===== src/rtl/mem_access_ctrl_pkg.sv =====
// Shared definitions for the DataMemory initiator: request size codes,
// controller state encoding and the alignment fault rule.
package mem_access_ctrl_pkg;

    localparam logic [1:0] SZ_BYTE = 2'b00;
    localparam logic [1:0] SZ_HALF = 2'b01;
    localparam logic [1:0] SZ_WORD = 2'b10;
    localparam logic [1:0] SZ_ILL  = 2'b11;

    typedef enum logic [1:0] {
        ST_IDLE = 2'b00,
        ST_RD   = 2'b01,
        ST_WR   = 2'b10,
        ST_RESP = 2'b11
    } state_t;

    // A request faults when its size code is illegal or the address is not
    // naturally aligned for that size.
    function automatic logic req_faults(input logic [1:0] size, input logic [1:0] lane);
        case (size)
            SZ_BYTE: return 1'b0;
            SZ_HALF: return lane[0];
            SZ_WORD: return |lane;
            default: return 1'b1;
        endcase
    endfunction

endpackage


===== src/rtl/mem_access_ctrl_byte_lane_unit.sv =====
// Little-endian byte-lane steering: merges a sub-word store into the word
// read from memory, and extracts/extends a sub-word load. Purely combinational.
module byte_lane_unit
    import mem_access_ctrl_pkg::*;
(
    input  logic [31:0] i_word,
    input  logic [1:0]  i_lane,
    input  logic [1:0]  i_size,
    input  logic        i_signed,
    input  logic [31:0] i_wdata,
    output logic [31:0] o_merged,
    output logic [31:0] o_load
);

    logic [4:0]  w_shamt;
    logic [31:0] w_mask;
    logic [31:0] w_ins;
    logic [7:0]  w_byte;
    logic [15:0] w_half;

    // Bit offset of the addressed lane; halves snap to the 16-bit boundary
    always_comb begin
        w_shamt = (i_size == SZ_HALF) ? {i_lane[1], 4'b0000} : {i_lane, 3'b000};
    end

    // Store merge: replace only the addressed lane(s); word stores pass through
    always_comb begin
        w_mask   = 32'h0;
        w_ins    = 32'h0;
        o_merged = i_wdata;
        case (i_size)
            SZ_BYTE: begin
                w_mask   = 32'h0000_00FF << w_shamt;
                w_ins    = {24'h0, i_wdata[7:0]} << w_shamt;
                o_merged = (i_word & ~w_mask) | w_ins;
            end
            SZ_HALF: begin
                w_mask   = 32'h0000_FFFF << w_shamt;
                w_ins    = {16'h0, i_wdata[15:0]} << w_shamt;
                o_merged = (i_word & ~w_mask) | w_ins;
            end
            default: o_merged = i_wdata;
        endcase
    end

    // Load extract with sign or zero fill; word loads ignore the signed flag
    always_comb begin
        case (i_lane)
            2'd0:    w_byte = i_word[7:0];
            2'd1:    w_byte = i_word[15:8];
            2'd2:    w_byte = i_word[23:16];
            default: w_byte = i_word[31:24];
        endcase
        w_half = i_lane[1] ? i_word[31:16] : i_word[15:0];
        case (i_size)
            SZ_BYTE: o_load = {{24{i_signed & w_byte[7]}}, w_byte};
            SZ_HALF: o_load = {{16{i_signed & w_half[15]}}, w_half};
            default: o_load = i_word;
        endcase
    end

endmodule


===== src/rtl/mem_access_ctrl.sv =====
// Initiator side of the DataMemory port. Accepts one load/store at a time,
// performs read-modify-write for sub-word stores, faults misaligned requests
// before they reach memory, and returns extended load data.
module mem_access_ctrl
    import mem_access_ctrl_pkg::*;
#(
    parameter int MEM_RD_LAT = 1,   // cycles MemRead is held, legal 1..4
    parameter int ADDR_W     = 32
) (
    input  logic              clk,
    input  logic              reset,
    input  logic              ReqValid,
    output logic              ReqReady,
    input  logic              ReqWrite,
    input  logic [1:0]        ReqSize,
    input  logic              ReqSigned,
    input  logic [ADDR_W-1:0] ReqAddr,
    input  logic [31:0]       ReqWData,
    output logic              RespValid,
    output logic [31:0]       RespRData,
    output logic              RespFault,
    output logic [ADDR_W-1:0] MemAddress,
    output logic [31:0]       MemWriteData,
    output logic              MemWrite,
    output logic              MemRead,
    input  logic [31:0]       MemReadData
);

    localparam logic [1:0] RD_LAST = 2'(MEM_RD_LAT - 1);

    state_t            r_state;
    state_t            w_state_nxt;
    logic [1:0]        r_rd_cnt;
    logic              r_write;
    logic              r_signed;
    logic              r_fault;
    logic [1:0]        r_size;
    logic [ADDR_W-1:0] r_addr;
    logic [31:0]       r_wdata;
    logic [31:0]       r_rdword;

    logic              w_accept;
    logic              w_fault;
    logic              w_rd_last;
    logic [31:0]       w_merged;
    logic [31:0]       w_load;

    assign w_accept  = ReqValid && (r_state == ST_IDLE);
    assign w_fault   = req_faults(ReqSize, ReqAddr[1:0]);
    assign w_rd_last = (r_state == ST_RD) && (r_rd_cnt == RD_LAST);

    byte_lane_unit u_lanes (
        .i_word   (r_rdword),
        .i_lane   (r_addr[1:0]),
        .i_size   (r_size),
        .i_signed (r_signed),
        .i_wdata  (r_wdata),
        .o_merged (w_merged),
        .o_load   (w_load)
    );

    // State register; reset aborts any access in flight
    always_ff @(posedge clk or posedge reset) begin
        if (reset) begin
            r_state <= ST_IDLE;
        end else begin
            r_state <= w_state_nxt;
        end
    end

    // Next-state: faults skip memory, word stores skip the read phase
    always_comb begin
        w_state_nxt = r_state;
        case (r_state)
            ST_IDLE: begin
                if (w_accept) begin
                    if (w_fault) begin
                        w_state_nxt = ST_RESP;
                    end else if (ReqWrite && (ReqSize == SZ_WORD)) begin
                        w_state_nxt = ST_WR;
                    end else begin
                        w_state_nxt = ST_RD;
                    end
                end
            end
            ST_RD: begin
                if (w_rd_last) begin
                    w_state_nxt = r_write ? ST_WR : ST_RESP;
                end
            end
            ST_WR:   w_state_nxt = ST_RESP;
            default: w_state_nxt = ST_IDLE;
        endcase
    end

    // Request latches, read-phase counter and captured read word
    always_ff @(posedge clk or posedge reset) begin
        if (reset) begin
            r_rd_cnt <= 2'd0;
            r_write  <= 1'b0;
            r_signed <= 1'b0;
            r_fault  <= 1'b0;
            r_size   <= 2'b00;
            r_addr   <= '0;
            r_wdata  <= 32'h0;
            r_rdword <= 32'h0;
        end else begin
            if (r_state == ST_RD) begin
                r_rd_cnt <= r_rd_cnt + 2'd1;
            end else begin
                r_rd_cnt <= 2'd0;
            end
            if (w_accept) begin
                r_write  <= ReqWrite;
                r_signed <= ReqSigned;
                r_fault  <= w_fault;
                r_size   <= ReqSize;
                r_addr   <= ReqAddr;
                r_wdata  <= ReqWData;
            end
            if (w_rd_last) begin
                r_rdword <= MemReadData;
            end
        end
    end

    // Outputs decoded from state so memory strobes fall with reset immediately
    always_comb begin
        ReqReady     = (r_state == ST_IDLE);
        MemRead      = (r_state == ST_RD);
        MemWrite     = (r_state == ST_WR);
        MemAddress   = '0;
        MemWriteData = 32'h0;
        RespValid    = (r_state == ST_RESP);
        RespFault    = 1'b0;
        RespRData    = 32'h0;
        if ((r_state == ST_RD) || (r_state == ST_WR)) begin
            MemAddress = {r_addr[ADDR_W-1:2], 2'b00};
        end
        if (r_state == ST_WR) begin
            MemWriteData = w_merged;
        end
        if (r_state == ST_RESP) begin
            RespFault = r_fault;
            if (!r_write && !r_fault) begin
                RespRData = w_load;
            end
        end
    end

endmodule

===== config.mk =====
export PLATFORM = sky130hd
export DESIGN_NAME = mem_access_ctrl
export DESIGN_NICKNAME = d
export VERILOG_FILES = /design/src/rtl/mem_access_ctrl_pkg.sv /design/src/rtl/mem_access_ctrl_byte_lane_unit.sv /design/src/rtl/mem_access_ctrl.sv
export SDC_FILE = /design/constraint.sdc
export NUM_CORES = 1
export LEC_CHECK = 0
export ABC_AREA = 1
export CAP_MARGIN = 20
export CORE_AREA = 2 2 126 128
export CTS_CLUSTER_SIZE = 10
export DETAILED_ROUTE_END_ITERATION = 6
export DIE_AREA = 0 0 128 130
export PLACE_DENSITY_LB_ADDON = 0.05
export SYNTH_ARGS = -nofsm -noshare
export SYNTH_HDL_FRONTEND = slang
export SYNTH_SLANG_ARGS = --single-unit

===== constraint.sdc =====
create_clock -name clk -period 3.3 [get_ports clk]
set_input_delay 0.66 -clock clk [delete_from_list [all_inputs] [get_ports clk]]
set_output_delay 0.66 -clock clk [all_outputs]
set_load 0.01 [all_outputs]

==> impl_metrics.tcl <==
set metrics [dict create \
    die_area_um2 16640 \
    power_frac_comb_pct 60.6 \
    p_seq_share_pct 27.3 \
    r2r_end "r_rdword[29]" \
    synth_area_leaders "dfrtp_1 (41%), nand2_1 (11%), mux2_2 (11%)" \
    cp-startpoint "r_size[1]" \
    seq_area_frac_synth_pct 40.76 \
    firstDrtPassIters 5 \
    hp-class "reg -> reg" \
    leakage_uw 0.004290 \
    grt_pass1_wl_um 32720 \
    synth.avg_cell_area_um2 7.461 \
    reg2regPathDepth 6 \
    final_common_cell "clkdlybuf4s50_1" \
    first_global_vias 6043 \
    p_sw_share_pct 45.88 \
    antenna_found_initial 0 \
    antennaDiodeCount 0 \
    dr.max_layer_used "met4" \
    syn-cell-area_um2 6446 \
    path_clk_slew_ps 70 \
    cp_data_required_time_ps 2640 \
    p_per_area_nw_per_um2 1047 \
    place_congestion 0.9369 \
    synth-main-ff-cell "dfrtp_1" \
    dr_wl_met3_um 1708 \
    finalClockSkew_ps 8.427 \
    yosys_warnings 0 \
    max_slew_margin_pct 43.65 \
    clockBufferDepth 2 \
    hold_viol 0 \
    grt_overflow 0 \
    cts_buffers 9 \
    synth_top_area_share_pct 40.76 \
    cp_max_fo 23 \
    timing.rr.start "r_state[1]" \
    clock_latency_ps 360 \
    layout_common_cells "clkdlybuf4s50_1 (201), nand2_1 (191), a21oi_1 (109)" \
    pwr-share-clk_pct 12.1 \
    dp_hpwl_um 15690 \
    final_nets 1159 \
    core-area_um2 15420 \
    ys_types 31 \
    max_freq_mhz 314.7 \
    register_area_um2 2629 \
    start_util_pct 41.79 \
    ioPinCount 204 \
    routedWlPerCell_um 17.00 \
    cts_root_buffer "clkbuf_16" \
    first_iter_violations 399 \
    finalSetupViolations 0 \
    postSynth.asyncResetShare_pct 100.0 \
    power.total_uw 9504 \
    start_kind "register" \
    peakVddDrop_v 0.0006924 \
    timing.final.crit_share_pct 96.30 \
    vias 6422 \
    worst_pin_slew_ps 842.3 \
    finalCriticalPeriod_ps 3178 \
    worst_ep_arrival_time_ps 2520 \
    met2RoutedLength_um 10080 \
    die_width_um 128 \
    core.rowCount 46 \
    p_switching_uw 4360 \
    grt_max_degree 73 \
    met1_length_um 9045 \
    status "completed" \
    grt_setup_unrepaired "yes" \
    ff2ff_setup_slack_ps 1330 \
    drive_above_1_share_pct 11.93 \
    die_height_um 130 \
    utilization_pct 58.83 \
    cts.sinks 105 \
    syn_inst 864 \
    area_growth_pct 40.78 \
    drc 0 \
    wl_um 21210 \
    hold_buffers 0 \
    synth-edff-count 0 \
    maxCapViolations 0 \
    multi_input_area_um2 3233 \
    ant_nets 0 \
    synth-seq-cells 105 \
    path_class "reg -> out" \
    critPathCaptureType "primary output" \
    cts_max_level 3 \
    nFillCells 1472 \
    cp-endpoint "MemWriteData[14]" \
    vias_per_cell 5.146 \
    io_buffers 201 \
    power.internal_uw 5143 \
    cts_tree "yes" \
    maxSlewViolCount 0 \
    track_usage_pct 25.51 \
    synth_top_cell_by_area "dfrtp_1" \
]
[flip-flops by register name, summed over array words and instances (netlist names)]
name and flops:
r_signed 1, r_size 2, r_fault 1, r_rdword 32, r_addr 32, r_wdata 32, r_write 1, r_rd_cnt 2
r_state 2
[stage by stage]
step	cell area [µm²]	setup slack (ps)	setup TNS [ps]	hold slack, ps	instances
after detailed placement	8660	296.9	0	418.9	1227
after global placement	8660	335.1	0	416.2	1227
final	9075	122.2	0	427.7	1248
after global routing	9075	-28.59	-28.59	438.7	1248
after CTS	8979	28.36	0	429.6	1243
after floorplan	6454	1067	0	402.0	865
[Yosys cell counts, types with 2 or more instances]
| cell | instances |
|---|---|
| mux2_2 | 63 |
| nand2_1 | 196 |
| inv_1 | 97 |
| nand2_2 | 2 |
| o211ai_1 | 9 |
| ha_1 | 5 |
| or2_2 | 2 |
| clkbuf_1 | 29 |
| a31oi_1 | 3 |
| buf_4 | 5 |
| buf_2 | 14 |
| a21oi_1 | 110 |
| nand3_1 | 43 |
| o21ai_0 | 85 |
| dfrtp_1 | 105 |
| buf_1 | 4 |
| buf_6 | 2 |
| nor2_1 | 77 |
[routing by layer]
layer	vias up	global-route usage (%)
li1	3175	-
met1	2978	33.84
met2	242	41.74
met3	27	7.134
met4	0	6.076
met5	-	0
[timing repair]
item,CTS,global route
buffers inserted,0,4
resized for setup,2,14
endpoints found under the hold margin,0,0
pin swaps,0,1
setup endpoints to repair,2,32
gates cloned,0,1
[power by group through the flow]
stage	clock (µW)	sequential (µW)	combinational, µW
finish	1150	2590	5760
global route	1220	2670	6400
CTS	1170	2590	5630
detailed placement	0	2610	5600
global placement	0	2600	5560
floorplan	0	2300	3550
[worst min path at each step]
stage,startpoint,end,slack [ps],cells past startpoint
after floorplan,r_rd_cnt[0],r_rd_cnt[0],400,1
after global placement,r_rd_cnt[0],r_rd_cnt[0],420,1
after detailed placement,r_rd_cnt[0],r_rd_cnt[0],420,1
after CTS,r_rd_cnt[0],r_rd_cnt[0],430,1
after global routing,r_rd_cnt[0],r_rd_cnt[0],440,1
final,r_rd_cnt[0],r_rd_cnt[0],430,1
[cell families after synthesis]
kind of cell             count (synthesis)  share of synthesized area [%]
AND/OR/NAND/NOR                        327                          20.67
adder cells (fa/ha/maj)                  5                         0.9705
multiplexers                            63                          11.01
flip-flops                             105                          40.76
AO/OA/AOI/OAI                          210                          16.83
buffers and inverters                  153                          9.705
other                                    1                        0.05817
[final cells by class]
cell class	count	share of cell area, %
clock buffers	10	2.523
clock inverters	6	0.8962
inverters	99	4.178
multi-input cells	607	35.63
flip-flops and latches	105	28.97
well taps	192	2.647
repair buffers	228	25.08
repair inverters	1	0.08272
[worst max-delay path, stage by stage, from the launching register on]
cell	delay (ps)
dfrtp_1	430
inv_1	130
nand2_1	110
nand2_2	130
buf_6	210
o21ai_0	120
or2_2	290
a21oi_1	130
clkdlybuf4s50_1	610
Note: power is estimated with default switching activity, not from simulation.
